File: src/rtl/muldiv.sv
// Iterative MIPS multiply/divide unit owning HI/LO: radix-2 shift-add multiply,
// restoring divide, one iteration per cycle followed by a single sign-fixup cycle.
module muldiv #(
    parameter int WORD_SIZE = 32
) (
    input  logic                 clk,
    input  logic                 rst,
    input  logic                 start,
    input  logic [1:0]           op,
    input  logic [WORD_SIZE-1:0] a,
    input  logic [WORD_SIZE-1:0] b,
    input  logic                 hi_we,
    input  logic                 lo_we,
    input  logic [WORD_SIZE-1:0] wdata,
    output logic                 busy,
    output logic                 done,
    output logic [WORD_SIZE-1:0] hi,
    output logic [WORD_SIZE-1:0] lo
);

    localparam int W  = WORD_SIZE;
    localparam int W2 = 2 * WORD_SIZE;
    localparam int CW = (WORD_SIZE > 2) ? $clog2(WORD_SIZE) : 1;

    typedef enum logic [1:0] {
        S_IDLE = 2'd0,
        S_RUN  = 2'd1,
        S_FIX  = 2'd2
    } state_t;

    state_t          r_state;
    logic [CW-1:0]   r_cnt;
    logic            r_is_div;
    logic            r_neg_q;
    logic            r_neg_r;
    logic            r_dz;
    logic [W-1:0]    r_a_raw;
    logic [W-1:0]    r_opnd;
    logic [W2-1:0]   r_acc;
    logic [W-1:0]    r_hi;
    logic [W-1:0]    r_lo;
    logic            r_busy;
    logic            r_done;

    // Signed ops have op[0]==0; their operands are reduced to magnitudes.
    logic            w_a_neg;
    logic            w_b_neg;
    logic [W-1:0]    w_a_mag;
    logic [W-1:0]    w_b_mag;

    assign w_a_neg = ~op[0] & a[W-1];
    assign w_b_neg = ~op[0] & b[W-1];
    assign w_a_mag = w_a_neg ? (W'(0) - a) : a;
    assign w_b_mag = w_b_neg ? (W'(0) - b) : b;

    // Multiply step: accumulator high half gathers partial sums, multiplier shifts out low.
    logic [W:0]      w_mul_sum;
    logic [W2-1:0]   w_mul_next;

    assign w_mul_sum  = {1'b0, r_acc[W2-1:W]} + (r_acc[0] ? {1'b0, r_opnd} : (W+1)'(0));
    assign w_mul_next = {w_mul_sum, r_acc[W-1:1]};

    // Divide step: remainder in the high half, dividend shifting into it, quotient bits entering low.
    logic [W:0]      w_div_shift;
    logic            w_div_ge;
    logic [W-1:0]    w_div_sub;
    logic [W-1:0]    w_div_rem;
    logic [W2-1:0]   w_div_next;

    assign w_div_shift = {r_acc[W2-1:W], r_acc[W-1]};
    assign w_div_ge    = (w_div_shift >= {1'b0, r_opnd});
    assign w_div_sub   = w_div_shift[W-1:0] - r_opnd;
    assign w_div_rem   = w_div_ge ? w_div_sub : w_div_shift[W-1:0];
    assign w_div_next  = {w_div_rem, r_acc[W-2:0], w_div_ge};

    logic [W2-1:0]   w_prod_fix;
    logic [W-1:0]    w_quo_fix;
    logic [W-1:0]    w_rem_fix;

    assign w_prod_fix = r_neg_q ? (W2'(0) - r_acc) : r_acc;
    assign w_quo_fix  = r_neg_q ? (W'(0) - r_acc[W-1:0]) : r_acc[W-1:0];
    assign w_rem_fix  = r_neg_r ? (W'(0) - r_acc[W2-1:W]) : r_acc[W2-1:W];

    // Control FSM, iteration datapath and HI/LO architectural state.
    always_ff @(posedge clk) begin
        if (rst) begin
            r_state  <= S_IDLE;
            r_cnt    <= '0;
            r_is_div <= 1'b0;
            r_neg_q  <= 1'b0;
            r_neg_r  <= 1'b0;
            r_dz     <= 1'b0;
            r_a_raw  <= '0;
            r_opnd   <= '0;
            r_acc    <= '0;
            r_hi     <= '0;
            r_lo     <= '0;
            r_busy   <= 1'b0;
            r_done   <= 1'b0;
        end else begin
            r_done <= 1'b0;
            case (r_state)
                S_IDLE: begin
                    if (hi_we) r_hi <= wdata;
                    if (lo_we) r_lo <= wdata;
                    if (start) begin
                        r_is_div <= op[1];
                        r_neg_q  <= w_a_neg ^ w_b_neg;
                        r_neg_r  <= w_a_neg;
                        r_dz     <= (b == W'(0));
                        r_a_raw  <= a;
                        r_opnd   <= op[1] ? w_b_mag : w_a_mag;
                        r_acc    <= {W'(0), (op[1] ? w_a_mag : w_b_mag)};
                        r_cnt    <= '0;
                        r_busy   <= 1'b1;
                        r_state  <= S_RUN;
                    end
                end
                S_RUN: begin
                    r_acc <= r_is_div ? w_div_next : w_mul_next;
                    if (r_cnt == CW'(W - 1)) begin
                        r_state <= S_FIX;
                    end else begin
                        r_cnt <= r_cnt + CW'(1);
                    end
                end
                S_FIX: begin
                    if (!r_is_div) begin
                        {r_hi, r_lo} <= w_prod_fix;
                    end else if (r_dz) begin
                        r_hi <= r_a_raw;
                        r_lo <= {W{1'b1}};
                    end else begin
                        r_hi <= w_rem_fix;
                        r_lo <= w_quo_fix;
                    end
                    r_busy  <= 1'b0;
                    r_done  <= 1'b1;
                    r_state <= S_IDLE;
                end
                default: begin
                    r_busy  <= 1'b0;
                    r_state <= S_IDLE;
                end
            endcase
        end
    end

    assign busy = r_busy;
    assign done = r_done;
    assign hi   = r_hi;
    assign lo   = r_lo;

endmodule

File: config.mk
export PLATFORM = sky130hd
export DESIGN_NAME = muldiv
export DESIGN_NICKNAME = d
export VERILOG_FILES = /design/src/rtl/muldiv.sv
export SDC_FILE = /design/constraint.sdc
export NUM_CORES = 1
export LEC_CHECK = 0
export CORE_MARGIN = 1.5
export CORE_UTILIZATION = 60
export CTS_CLUSTER_DIAMETER = 40
export DETAILED_ROUTE_END_ITERATION = 16
export PLACE_DENSITY_LB_ADDON = 0.05
export SYNTH_ARGS = -nofsm -noshare
export SYNTH_HDL_FRONTEND = slang
export SYNTH_SLANG_ARGS = --single-unit
export TNS_END_PERCENT = 10
File: constraint.sdc
create_clock -name clk -period 6.8 [get_ports clk]
set_input_delay 0.68 -clock clk [delete_from_list [all_inputs] [get_ports clk]]
set_output_delay 0.68 -clock clk [all_outputs]
set_load 0.01 [all_outputs]
==> flow_summary.json, run 1 <==
{
  "grt_max_degree": 90,
  "drc": 0,
  "drive_gt1_frac": 0.0485,
  "final_max_slew_viol_count": 0,
  "cts_buffers": 31,
  "fin_tns_setup_ns": 0,
  "final_antenna_net_count": 0,
  "die_x_um": 170,
  "num_io_pins": 169,
  "num_vias": 19000,
  "cp-end-kind": "flip-flop",
  "hp-start": "lo[9]",
  "synth-seq-area-share": 0.245,
  "cts_tree": "done",
  "floorplan.die_area_sq_um": 28900,
  "grt_pass1_vias": 17300,
  "initial_core_util": 0.616,
  "clk_latency_ns": 0.58,
  "cts_hold_buf": 0,
  "yosysUniqueCellTypes": 72,
  "ir_drop_mv": 0.227,
  "firstDrtPassIters": 9,
  "fillers": 2250,
  "drt-total-wl_um": 66800,
  "arrival_ns": 4.93,
  "core.rowCount": 60,
  "areaGrowthSynthToFinish_pct": 15.7,
  "wire_per_inst_um": 24.4,
  "dp.cells": 2683,
  "powerDensity_nw_per_um2": 211,
  "cts.sink_count": 205,
  "synth-main-ff-cell": "dfxtp_1",
  "synth_cells": 2309,
  "h-tree-depth": 1,
  "grt.overflow.total": 0,
  "synth_edf_count": 0,
  "reg2reg_slack_ns": 2.32,
  "critPathLaunchType": "flip-flop",
  "core_area_sq_um": 27200,
  "chipHeight_um": 170,
  "viasPerCell": 6.92,
  "final_common_cell": "nand2_1",
  "crit_fanout": 31,
  "worst-slew-pin-transition_ns": 1.37,
  "slew_headroom": 0.0872,
  "dr.first_iter.drc_count": 2806,
  "post-cts-setup-buffers": 0,
  "rr_startpoint": "r_acc[0]",
  "status": "completed",
  "syn-num-nets": 2484,
  "grt_first_pass_wirelength_um": 101000,
  "track_usage": 0.449,
  "fin_crit_sh": 0.658,
  "cts_max_path_buffers": 3,
  "multiInputGateArea_sq_um": 11700,
  "port_buffers": 168,
  "finalHoldViolations": 0,
  "use_met3": 0.0974,
  "critical_path_class": "reg2reg",
  "timing.final.crit_period_ns": 4.48,
  "clk_pin_slew_ns": 0.07,
  "cts_root_buffer": "clkbuf_16",
  "final_area_sq_um": 19400,
  "ys_seq_elements": 205,
  "antenna_found_initial": 0,
  "layout.nets": 2519,
  "worst_clock_skew_ns": 0.0320,
  "place_area_sq_um": 18400,
  "synth.yosys.warnings": 0,
  "rr_endpoint": "r_acc[56]",
  "place_congestion": 1.02,
  "reg2regPathDepth": 12,
  "regArea_sq_um": 4110,
  "min_to": "lo[9]",
  "finalSetupViolCount": 0,
  "maxCapViolations": 0,
  "final_cells": 2741,
  "total_leakage_power_nw": 7.39,
  "top_usage_layer": "met2",
  "num_antenna_cells": 0,
  "min_path_type": "reg2reg",
  "hpwl_um": 49400,
  "critPathRequiredTime_ns": 7.25,
  "async_reset_ff_frac": 0,
  "grt_util_met1": 0.591,
  "fmax_mhz": 223,
  "whs_path_depth": 2,
  "syn_area_sq_um": 16700,
  "rsz0062_at_grt": "no",
  "cts.repair.resized": 0,
  "use_met2": 0.679,
  "mostFrequentLayoutCells": "nand2_1 (280), a21oi_1 (229), nor2_1 (206)",
  "syn_area_per_cell_sq_um": 7.25
}
-- stage by stage --
stage / power, mW / util / setup WS (ns) / hold slack (ns)
2_1_floorplan: 2.08 / - / 3.47 / 0.432
3_5_place_dp: 2.50 / 0.676 / 2.52 / 0.443
5_1_grt: 4.20 / 0.713 / 2.06 / 0.473
3_3_place_gp: 2.47 / 0.676 / 2.59 / 0.440
4_1_cts: 4.02 / 0.713 / 2.45 / 0.452
6_report: 4.08 / 0.713 / 2.32 / 0.452
-- power by group --
group | internal (mW) | switching, mW | leakage (nW)
clock | 0.914 | 0.635 | 0.483
combinational | 0.429 | 0.702 | 5.22
sequential | 1.28 | 0.115 | 1.68
-- cell type report --
cell class,count,area share
multi-input cells,1846,0.603
flip-flops and latches,205,0.212
repair buffers,192,0.0957
clock buffers,37,0.0428
well taps,372,0.0240
inverters,68,0.0132
clock inverters,21,0.00924
-- logic make-up after synthesis --
logic type      share of synthesized area
simple gates                        0.211
compound gates                      0.301
xor+xnor                            0.100
mux                                0.0283
flops                               0.245
fa+ha+maj                          0.0547
buf+inv                            0.0592
-- sequential cells by signal, indices dropped and copies added, names as in the netlist, 2 cells and up --
name,flops
lo,32
hi,32
r_acc,64
r_a_raw,32
r_opnd,32
r_cnt,5
r_state,2
-- routing by layer --
metal | part of all wire | wire, um | vias to the layer above
met5 | 0 | 0 | -
met4 | 0.066 | 4430 | 0
met3 | 0.12 | 8210 | 256
met2 | 0.42 | 28100 | 1342
met1 | 0.39 | 26000 | 8862
li1 | - | - | 8518
-- cell usage after synthesis, types with 23 or more instances --
cell type / count / share of area
o221ai_1: 42 / 0.022
mux2i_1: 45 / 0.027
o31ai_1: 31 / 0.014
xor2_1: 71 / 0.037
inv_1: 67 / 0.015
xnor2_1: 121 / 0.063
nor4_1: 26 / 0.0097
ha_1: 70 / 0.052
a21o_1: 35 / 0.016
a211oi_1: 73 / 0.033
nor3_1: 53 / 0.016
clkbuf_1: 167 / 0.037
nand2_1: 280 / 0.063
nor2_1: 209 / 0.047
dfxtp_1: 205 / 0.25
a21oi_1: 229 / 0.068
o211ai_1: 55 / 0.025
a311oi_1: 24 / 0.013
o21ai_0: 128 / 0.038
a31oi_1: 23 / 0.0086
nand3_1: 52 / 0.016
-- worst max-delay path by stage --
stage,from,to,cells past startpoint
CTS,r_acc[0],r_acc[56],12
floorplan,r_acc[31],r_acc[54],13
finish,r_acc[0],r_acc[56],12
detailed placement,r_acc[0],r_acc[56],12
global placement,r_acc[0],r_acc[56],12
global route,r_acc[0],r_acc[56],12
-- worst max-delay path, stage by stage, from the launching register on --
cell and delay (ns):
dfxtp_1 0.39, inv_1 0.80, nor2_1 0.14, ha_1 0.41, o211ai_1 0.13, o211ai_1 0.28, a21oi_1 0.17, o31ai_1 0.90
a31o_2 0.39, nor4_1 0.06, a311oi_1 0.29, o221ai_1 0.17, a22o_1 0.23
(Power assumes the default switching activity.)
==> run 2, diff against run 1 <==
--- a/config.mk
+++ b/config.mk
@@ -6,7 +6,7 @@
 export NUM_CORES = 1
 export LEC_CHECK = 0
 export CORE_MARGIN = 1.5
-export CORE_UTILIZATION = 60
+export CORE_UTILIZATION = 59
 export CTS_CLUSTER_DIAMETER = 40
 export DETAILED_ROUTE_END_ITERATION = 16
 export PLACE_DENSITY_LB_ADDON = 0.05
==> constraint.sdc (replaced) <==
create_clock -name clk -period 4.15 [get_ports clk]
set_input_delay 0.415 -clock clk [delete_from_list [all_inputs] [get_ports clk]]
set_output_delay 0.415 -clock clk [all_outputs]
set_load 0.01 [all_outputs]
==> run 2 against run 1 <==
Compared with the run above: clock power rose by 97%; global-route usage rose by 1.3 points; clock-buffer cell count increased by 6; clock skew fell by 0.0097 ns; sequential share of layout area shrank 0.68 points; die area up 1.7%; critical path depth increased by 1; register-to-register slack lost 2.1 ns; first-iteration DRC count fell by 1.4%; via count is 1.9% higher; non-clock buffer count up 53; largest cell class unchanged.
==> flow_summary.json, run 2 (synthesized netlist as in run 1, its figures left out) <==
{
  "worst_clock_skew_ns": 0.0223,
  "dr.first_iter.drc_count": 2766,
  "cp-end-kind": "flip-flop",
  "total_leakage_power_nw": 7.77,
  "cts.repair.resized": 0,
  "core_area_sq_um": 27900,
  "antenna_found_initial": 4,
  "largest_register": "r_acc",
  "firstDrtPassIters": 6,
  "grt_max_degree": 73,
  "fmax_mhz": 256,
  "p_comb_frac": 0.267,
  "drt-total-wl_um": 69500,
  "num_vias": 19300,
  "hold_ws_ns": 0.431,
  "critPathLaunchType": "flip-flop",
  "hpwl_um": 51800,
  "crit_fanout": 6,
  "maxCapViolations": 0,
  "ir_drop_mv": 0.360,
  "areaGrowthSynthToFinish_pct": 19.6,
  "worst-slew-pin-transition_ns": 1.39,
  "report.power.total_mw": 7.27,
  "fin_ws_ns": 0.249,
  "drive_gt1_frac": 0.0716,
  "mostFrequentLayoutCells": "nand2_1 (280), a21oi_1 (229), nor2_1 (206)",
  "top_usage_layer": "met2",
  "drc": 0,
  "track_usage": 0.462,
  "rsz0062_at_grt": "no",
  "num_io_pins": 169,
  "cts_hold_buf": 0,
  "final_antenna_net_count": 0,
  "max_stage_delay_ns": 0.54,
  "worst_path_most_repeated_cell": "inv_1",
  "clk_pin_slew_ns": 0.06,
  "grt_first_pass_wirelength_um": 104000,
  "power.switching_mw": 2.54,
  "powerDensity_nw_per_um2": 363,
  "final_max_slew_viol_count": 0,
  "cts_buffers": 36,
  "cts_max_path_buffers": 3,
  "die_x_um": 171,
  "grt_util_met1": 0.582,
  "status": "completed",
  "critPathRequiredTime_ns": 4.56,
  "final_common_cell": "nand2_1",
  "fin_tns_setup_ns": 0,
  "arrival_ns": 4.31,
  "largest_register_ffs": 64,
  "grt_pass1_vias": 17800,
  "timing.final.crit_period_ns": 3.90,
  "h-tree-depth": 2,
  "p_int_mw": 4.72,
  "use_met2": 0.719,
  "cp_slowest_cell": "a221oi_1",
  "fin_crit_sh": 0.940,
  "viasPerCell": 6.89,
  "initial_core_util": 0.601,
  "layout.nets": 2577,
  "cts_tree": "done",
  "crit_chain": "inv_1 -> ha_1 -> inv_1 -> fa_1 -> a21o_1 -> a221oi_1 -> a2111oi_0 -> or2_2 -> a21oi_1 -> o21ai_0 -> xor2_1 -> mux2_2 -> a221o_1",
  "p_clk_frac": 0.420,
  "core.rowCount": 61,
  "slew_headroom": 0.0725,
  "grt.overflow.total": 0,
  "min_path_type": "in2reg",
  "wire_per_inst_um": 24.8,
  "critical_path_class": "reg2reg",
  "switching_share": 0.350,
  "place_ws_ns": 0.349,
  "cts_root_buffer": "clkbuf_16",
  "use_met3": 0.128,
  "place_congestion": 1.06,
  "floorplan.die_area_sq_um": 29400,
  "num_antenna_cells": 0,
  "sequentialPowerShare": 0.313,
  "finalSetupViolCount": 0,
  "port_buffers": 168,
  "clk_latency_ns": 0.54,
  "cts.sink_count": 205,
  "finalHoldViolations": 0,
  "post-cts-setup-buffers": 0,
  "chipHeight_um": 171
}
[run 2: cell count changes in the layout (fill, tap and decap cells not counted), moves of 2 or more]
cell	change
buf_4	+52
bufinv_16	+2
clkbuf_16	+5
clkinv_2	-4
inv_6	+2
clkinvlp_4	-2
clkinv_8	+2
[run 2: path summary, 6_finish.rpt]
kind | cells after the start | start | slack (ns) | endpoint
worst max-delay path | 13 | r_acc[31] | 0.25 | r_acc[54]
worst min-delay path | 2 | rst | 0.43 | r_opnd[1]
worst max register to register | 13 | r_acc[31] | 0.25 | r_acc[54]
worst min register to register | 2 | lo[29] | 0.45 | lo[29]
[run 2: power by group through the flow]
stage	clock [mW]	sequential, mW	combinational, mW
floorplan	0	2.24	1.17
global placement	0	2.29	1.82
detailed placement	0	2.30	1.85
CTS	3.03	2.26	1.87
global route	3.13	2.28	2.06
finish	3.05	2.27	1.94
[run 2: through the flow]
step                      utilization  std cells  area (sq um)
after global routing            0.718       2807         20000
after detailed placement        0.674       2742         18800
after floorplan                     -       2309         16700
after global placement          0.674       2742         18800
after CTS                       0.718       2807         20000
final                           0.718       2807         20000
[run 2: area by class of cell]
cell class                 instances  area, sq um
clock buffer                      43          957
clock inverter                    22          277
fill                            2281         7840
inverter                          68          255
multi-input combinational       1846        11700
sequential                       205         4110
tap                              378          473
timing repair buffer             245         2260
[run 2: metal layers]
metal / up-vias / share of wire
met1: 9072 / 0.38
met4: 8 / 0.058
met5: - / 0.00081
met3: 301 / 0.13
met2: 1334 / 0.44
li1: 8624 / -
[run 2: critical path, delay by kind of cell, from the launching register on]
kind            cells  cell delay [ns]
compound gates      6             1.84
xor+xnor            1             0.19
fa+ha+maj           2             0.58
buf+inv             2             0.16
flops               1             0.36
mux                 1             0.28
simple gates        1             0.38
